$ cat config.mk
export PLATFORM = sky130hd
export DESIGN_NAME = spi_regfile_peripheral_flat
export DESIGN_NICKNAME = d
export VERILOG_FILES = /design/src/rtl/spi_regfile_peripheral_if.sv /design/src/rtl/spi_regfile_peripheral.sv /design/src/flat_wrapper.sv
export SDC_FILE = /design/constraint.sdc
export NUM_CORES = 1
export LEC_CHECK = 0
export ABC_AREA = 0
export BUFFER_PORTS_ARGS = -buffer_cell sky130_fd_sc_hd__clkbuf_2
export CAP_MARGIN = 20
export CORE_UTILIZATION = 55
export CTS_CLUSTER_DIAMETER = 80
export DETAILED_ROUTE_END_ITERATION = 12
export PLACE_DENSITY = 0.79
export SLEW_MARGIN = 20
export SYNTH_ARGS = -nofsm -noshare
export SYNTH_HDL_FRONTEND = slang
export SYNTH_SLANG_ARGS = --single-unit
export TNS_END_PERCENT = 100
$ cat constraint.sdc
create_clock -name clk -period 2.4 [get_ports clk]
set_clock_uncertainty 0.2 [all_clocks]
set_input_delay 0.36 -clock clk [delete_from_list [all_inputs] [get_ports clk]]
set_output_delay 0.36 -clock clk [all_outputs]
set_load 0.03 [all_outputs]
$ cat src/rtl/spi_regfile_peripheral_if.sv
// SPI pin bundle for spi_regfile_peripheral.
// master drives sclk/copi/ncs; slave drives cipo/cipo_oe.
interface spi_regfile_peripheral_if;
  logic sclk;
  logic copi;
  logic ncs;
  logic cipo;
  logic cipo_oe;

  modport master (
    output sclk,
    output copi,
    output ncs,
    input  cipo,
    input  cipo_oe
  );

  modport slave (
    input  sclk,
    input  copi,
    input  ncs,
    output cipo,
    output cipo_oe
  );
endinterface

$ cat src/rtl/spi_regfile_peripheral.sv
// SPI mode 0 register file: write, read-back, wr strobe, frame error.
// Ports: clk, rst_n, spi (slave pins), reg_flat, wr_strobe, wr_addr, frame_err.
module spi_regfile_peripheral #(
  parameter int NUM_REGS = 5,
  parameter int DATA_W   = 8,
  parameter int ADDR_W   = 7
) (
  input  logic                       clk,
  input  logic                       rst_n,
  spi_regfile_peripheral_if.slave    spi,
  output logic [NUM_REGS*DATA_W-1:0] reg_flat,
  output logic                       wr_strobe,
  output logic [ADDR_W-1:0]          wr_addr,
  output logic                       frame_err
);

  localparam int FRAME = 1 + ADDR_W + DATA_W;
  localparam int CNT_W = $clog2(FRAME + 1);
  localparam int REG_W = NUM_REGS * DATA_W;

  localparam logic [CNT_W-1:0] CNT_CMD =
    CNT_W'(ADDR_W);
  localparam logic [CNT_W-1:0] CNT_FRAME =
    CNT_W'(FRAME);

  typedef enum logic [2:0] {
    S_IDLE,
    S_CMD,
    S_WDATA,
    S_RDATA,
    S_OVER
  } state_e;

  // bit0 = stage 1, bit1 = stage 2, bit2 = edge-detect stage
  logic [2:0] sclk_sync_q, sclk_sync_d;
  logic [2:0] ncs_sync_q, ncs_sync_d;
  logic [1:0] copi_sync_q, copi_sync_d;

  state_e             state_q, state_d;
  logic [FRAME-1:0]   sh_q, sh_d;
  logic [CNT_W-1:0]   cnt_q, cnt_d;
  logic [DATA_W-1:0]  rd_sh_q, rd_sh_d;
  logic               cipo_q, cipo_d;
  logic               cipo_oe_q, cipo_oe_d;
  logic [REG_W-1:0]   regs_q, regs_d;
  logic               wr_strobe_q, wr_strobe_d;
  logic [ADDR_W-1:0]  wr_addr_q, wr_addr_d;
  logic               frame_err_q, frame_err_d;

  logic               sclk_rise, sclk_fall;
  logic               ncs_rise, ncs_fall;
  logic               ncs_s, copi_s;
  logic [FRAME-1:0]   sh_in;
  logic [ADDR_W-1:0]  rd_addr, cm_addr;
  logic [DATA_W-1:0]  rd_val;
  logic               cm_hit;
  logic               data_st;
  logic               full;

  always_comb begin
    sclk_sync_d = {sclk_sync_q[1:0], spi.sclk};
    ncs_sync_d  = {ncs_sync_q[1:0], spi.ncs};
    copi_sync_d = {copi_sync_q[0], spi.copi};
  end

  assign sclk_rise = sclk_sync_q[1] & ~sclk_sync_q[2];
  assign sclk_fall = ~sclk_sync_q[1] & sclk_sync_q[2];
  assign ncs_rise  = ncs_sync_q[1] & ~ncs_sync_q[2];
  assign ncs_fall  = ~ncs_sync_q[1] & ncs_sync_q[2];
  assign ncs_s     = ncs_sync_q[1];
  assign copi_s    = copi_sync_q[1];

  assign sh_in   = {sh_q[FRAME-2:0], copi_s};
  // address as it stands once the last command bit is in
  assign rd_addr = sh_in[ADDR_W-1:0];
  assign cm_addr = sh_q[DATA_W +: ADDR_W];
  assign data_st = (state_q == S_WDATA) ||
                   (state_q == S_RDATA);
  assign full    = (cnt_q == CNT_FRAME);

  // address decode by match keeps out-of-range addresses harmless
  always_comb begin
    rd_val = '0;
    cm_hit = 1'b0;
    for (int k = 0; k < NUM_REGS; k++) begin
      if (rd_addr == ADDR_W'(k))
        rd_val = regs_q[k*DATA_W +: DATA_W];
      if (cm_addr == ADDR_W'(k))
        cm_hit = 1'b1;
    end
  end

  always_comb begin
    state_d     = state_q;
    sh_d        = sh_q;
    cnt_d       = cnt_q;
    rd_sh_d     = rd_sh_q;
    cipo_d      = cipo_q;
    cipo_oe_d   = ~ncs_sync_q[0];
    regs_d      = regs_q;
    wr_strobe_d = 1'b0;
    wr_addr_d   = wr_addr_q;
    frame_err_d = frame_err_q;

    if (ncs_fall) begin
      state_d     = S_CMD;
      sh_d        = '0;
      cnt_d       = '0;
      rd_sh_d     = '0;
      frame_err_d = 1'b0;
    end else if (ncs_rise) begin
      if (state_q != S_IDLE) begin
        state_d     = S_IDLE;
        frame_err_d = !(data_st && full);
        if (state_q == S_WDATA && full &&
            sh_q[FRAME-1] && cm_hit) begin
          for (int k = 0; k < NUM_REGS; k++)
            if (cm_addr == ADDR_W'(k))
              regs_d[k*DATA_W +: DATA_W] =
                sh_q[DATA_W-1:0];
          wr_addr_d   = cm_addr;
          wr_strobe_d = 1'b1;
        end
      end
    end else if (!ncs_s && sclk_rise) begin
      unique case (state_q)
        S_CMD: begin
          sh_d  = sh_in;
          cnt_d = cnt_q + 1'b1;
          if (cnt_q == CNT_CMD) begin
            if (sh_in[ADDR_W]) begin
              state_d = S_WDATA;
            end else begin
              state_d = S_RDATA;
              rd_sh_d = rd_val;
            end
          end
        end
        S_WDATA, S_RDATA: begin
          if (full) begin
            state_d = S_OVER;
          end else begin
            sh_d  = sh_in;
            cnt_d = cnt_q + 1'b1;
          end
        end
        default: ;
      endcase
    end else if (!ncs_s && sclk_fall &&
                 state_q == S_RDATA) begin
      // zeros shift in, so cipo idles low after DATA_W bits
      cipo_d  = rd_sh_q[DATA_W-1];
      rd_sh_d = rd_sh_q << 1;
    end

    if (state_d != S_RDATA)
      cipo_d = 1'b0;
  end

  always_ff @(posedge clk) begin
    if (!rst_n) begin
      sclk_sync_q <= '0;
      ncs_sync_q  <= '0;
      copi_sync_q <= '0;
      state_q     <= S_IDLE;
      sh_q        <= '0;
      cnt_q       <= '0;
      rd_sh_q     <= '0;
      cipo_q      <= 1'b0;
      cipo_oe_q   <= 1'b0;
      regs_q      <= '0;
      wr_strobe_q <= 1'b0;
      wr_addr_q   <= '0;
      frame_err_q <= 1'b0;
    end else begin
      sclk_sync_q <= sclk_sync_d;
      ncs_sync_q  <= ncs_sync_d;
      copi_sync_q <= copi_sync_d;
      state_q     <= state_d;
      sh_q        <= sh_d;
      cnt_q       <= cnt_d;
      rd_sh_q     <= rd_sh_d;
      cipo_q      <= cipo_d;
      cipo_oe_q   <= cipo_oe_d;
      regs_q      <= regs_d;
      wr_strobe_q <= wr_strobe_d;
      wr_addr_q   <= wr_addr_d;
      frame_err_q <= frame_err_d;
    end
  end

  assign spi.cipo    = cipo_q;
  assign spi.cipo_oe = cipo_oe_q;
  assign reg_flat    = regs_q;
  assign wr_strobe   = wr_strobe_q;
  assign wr_addr     = wr_addr_q;
  assign frame_err   = frame_err_q;

endmodule
$ cat src/flat_wrapper.sv
// flat-port wrapper written by rule: the top's interface ports become plain ports
module spi_regfile_peripheral_flat 
#(
  parameter int NUM_REGS = 5,
  parameter int DATA_W   = 8,
  parameter int ADDR_W   = 7
)
  (clk, rst_n, reg_flat, wr_strobe, wr_addr, frame_err, spi_sclk, spi_copi, spi_ncs, spi_cipo, spi_cipo_oe);
  spi_regfile_peripheral_if spi_i ();
  input  logic clk;
  input  logic rst_n;
  output logic [NUM_REGS*DATA_W-1:0] reg_flat;
  output logic wr_strobe;
  output logic [ADDR_W-1:0] wr_addr;
  output logic frame_err;
  input wire logic [$bits(spi_i.sclk)-1:0] spi_sclk;
  input wire logic [$bits(spi_i.copi)-1:0] spi_copi;
  input wire logic [$bits(spi_i.ncs)-1:0] spi_ncs;
  output wire logic [$bits(spi_i.cipo)-1:0] spi_cipo;
  output wire logic [$bits(spi_i.cipo_oe)-1:0] spi_cipo_oe;
  assign spi_i.sclk = spi_sclk;
  assign spi_i.copi = spi_copi;
  assign spi_i.ncs = spi_ncs;
  assign spi_cipo = spi_i.cipo;
  assign spi_cipo_oe = spi_i.cipo_oe;
  spi_regfile_peripheral #(.NUM_REGS(NUM_REGS), .DATA_W(DATA_W), .ADDR_W(ADDR_W)) u_core (.clk(clk), .rst_n(rst_n), .spi(spi_i), .reg_flat(reg_flat), .wr_strobe(wr_strobe), .wr_addr(wr_addr), .frame_err(frame_err));
endmodule
==> flow_summary_export.csv <==
group,metric,value,unit
yosys,synth_top_area_share,0.439,
floorplanning,io_pins,56,
drt,drt_iter0_drc,307,
clock_network,clkTransAtPathRegs,0.09,ns
floorplanning,die_x,88.8,µm
floorplanning,rows,31,
yosys,synthXorXnorAreaFrac,0.00422,
clock_network,clock_path_buffers,2,
sta,final.setup.tns,0,ns
yosys,synth_edf_count,0,
yosys,ys_warn_count,0,
grt,track_usage,0.266,
grt,antenna_found_initial,0,
critical_path,critPathKind,"reg -> reg",
critical_path,end_kind,"flip-flop",
yosys,yosys-mux-area-fraction,0.101,
placed_design,place.gp.congestion,0.890,
drt,viasPerCell,5.80,
placed_design,io_buffers,55,
drt,drc,0,
yosys,synthSimpleGateAreaFrac,0.269,
yosys,synthTopCellsByArea,"dfxtp_1 44%, mux2i_1 10%, nand2_1 8.3%",
yosys,syn_nets,467,
critical_path,cp.arrival,2.34,ns
power,p_leak,1.71,nW
yosys,synth_top_family_by_area,"simple AND/OR/NAND/NOR gates",
hold_path,min_path_type,"in -> reg",
yosys,synthArstFlopShare,0,
yosys,synth_ff_type,"dfxtp_1",
yosys,synth-seq-cells,91,
power,p_per_area,554,nW/µm²
sta,slew_violations,0,
sta,worst_pin_slew,0.690,ns
clock_network,ctsResizeCount,0,
clock_network,h-tree-depth,3,
placed_design,dp_hpwl,6590,µm
finish,fin_cells,616,
finish,antenna_cells,0,
finish,final_util,0.661,
grt,grt_pass1_vias,3192,
floorplanning,dieHeight,88.8,µm
clock_network,cts_inserted_buffers,9,
sta,max_freq,0.445,GHz
outcome,status,"complete, no violations",
clock_network,cts.sinks,91,
yosys,syn_area,4150,µm²
critical_path,required,2.49,ns
yosys,yosysUniqueCellTypes,60,
clock_network,clock-root-buffer,"clkbuf_8",
critical_path,cp_max_fo,9,
sta,timing.slew.headroom,0.540,
yosys,yosysMostFrequentCell,"nand2_1",
floorplanning,dieArea,7890,µm²
yosys,synthTopCellsByCount,"92 x nand2_1, 91 x dfxtp_1, 42 x mux2i_1",
finish,syn_to_final_growth,15.5,%
yosys,synth_compound_area_frac,0.139,
floorplanning,core_region_area,7250,µm²
sta,fin_crit,2.25,ns
clock_network,clk_latency,0.36,ns
drt,routed_wl,9720,µm
drt,wire_per_inst,15.8,µm
yosys,syn_area_per_cell,9.02,µm²
placed_design,dp_slack,0.165,ns
drt,drtPass1Iterations,4,
finish,layout-drive-gt1-share,0.203,
yosys,ys_seq_area_frac,0.439,
sta,fin_crit_sh,0.937,
drt,vias,3574,
grt,grt_pass1_wl,15800,µm
sta,finalSetupViolations,0,
drt,ant_nets,0,
placed_design,dp.cells,599,
power,total_power,2.65,mW
sta,rsz0062_at_grt,"no",
sta,finalWorstSetupSlack,0.152,ns
critical_path,critPathLaunchType,"flip-flop",
yosys,synth_top_area_cell,"dfxtp_1",
run,max_cap_violations,0,
grt,grt_start_max_net_pins,76,
finish,nets,520,
yosys,synth_cells,460,
yosys,synthAdderAreaFrac,0.00603,
sta,final_hold_viol_count,0,
floorplanning,initial_core_util,0.572,
power,ir_drop,0.000289,V
grt,grt_overflow_total,0,
clock_network,cts_tree,"built",
-- final cells by class --
cell class	count	area [µm²]
fill	599	2460
multi-input combinational	329	2170
sequential	91	1820
timing repair buffer	77	458
clock buffer	10	138
tap	99	124
clock inverter	5	62.6
inverter	5	18.8
-- flip-flops by register name, indices dropped and copies added (netlist names), 3 cells and up --
| signal | count |
|---|---|
| u_core.cnt_q | 5 |
| u_core.ncs_sync_q | 3 |
| u_core.sh_q | 16 |
| u_core.wr_addr | 7 |
| u_core.reg_flat | 40 |
| u_core.state_q | 3 |
| u_core.sclk_sync_q | 3 |
| u_core.rd_sh_q | 8 |
-- worst max-delay path, stage by stage (launching register included) --
cell,delay [ns]
dfxtp_1,0.34
inv_1,0.06
ha_1,0.12
nor4bb_1,0.27
buf_4,0.22
nand3_4,0.17
or4b_2,0.65
a21oi_1,0.16
-- report_power, final --
group	internal [mW]	total (mW)	switching, mW
logic	0.0241	0.0765	0.0524
registers	1.52	1.52	0.00755
clock network	0.509	1.05	0.545
total	2.05	2.65	0.605
-- routing by layer --
metal  vias up  GRT usage  part of all wire
met4         0     0.0938             0.016
met2       121      0.418              0.47
li1       1743          -                 -
met5         -          0                 0
met1      1694      0.358              0.45
met3        16     0.0606             0.059
-- logic make-up after synthesis --
group	Yosys count
and+or+nand+nor	197
adders and majority gates	2
xor gates and xnor gates	2
buffers and inverters	40
DFF	91
muxes	42
AOI/OAI and AO/OA	86
-- cells in the final DEF, fill, tap and decap left out, types with 7 or more instances in the layout --
cell type	count
a21oi_1	30
and2_1	15
and3_1	7
buf_4	19
clkbuf_2	55
clkbuf_8	10
dfxtp_1	91
mux2i_1	42
nand2_1	92
nand3_1	8
nand3b_1	7
nand4b_1	8
nor2_1	12
nor3b_1	8
o2111ai_1	7
o21ai_0	7
o21bai_1	8
o22ai_1	9
-- what timing repair did --
item | in CTS | in global routing
buffers inserted | 0 | 0
hold buffers | 1 | 1
hold endpoints to repair | 1 | 1
-- metrics by stage --
step | hold slack, ns | area [µm²]
2_1_floorplan | 0.179 | 4150
3_3_place_gp | 0.189 | 4570
3_5_place_dp | 0.200 | 4570
4_1_cts | 0.000108 | 4780
5_1_grt | 0.0139 | 4790
6_report | 0.00424 | 4790
-- worst paths after layout --
path	startpoint	end	slack [ns]	cells past startpoint
max	u_core.cnt_q[1]$_SDFFE_PP0P_	u_core.wr_addr[0]$_SDFFE_PN0P_	0.15	7
min	spi_ncs	u_core.ncs_sync_q[0]$_SDFF_PN0_	0.004	2
max reg2reg	u_core.cnt_q[1]$_SDFFE_PP0P_	u_core.wr_addr[0]$_SDFFE_PN0P_	0.15	7
min reg2reg	u_core.ncs_sync_q[0]$_SDFF_PN0_	u_core.spi.cipo_oe$_SDFF_PN0_	0.21	1
No activity file was read; power rests on OpenSTA's default activity.
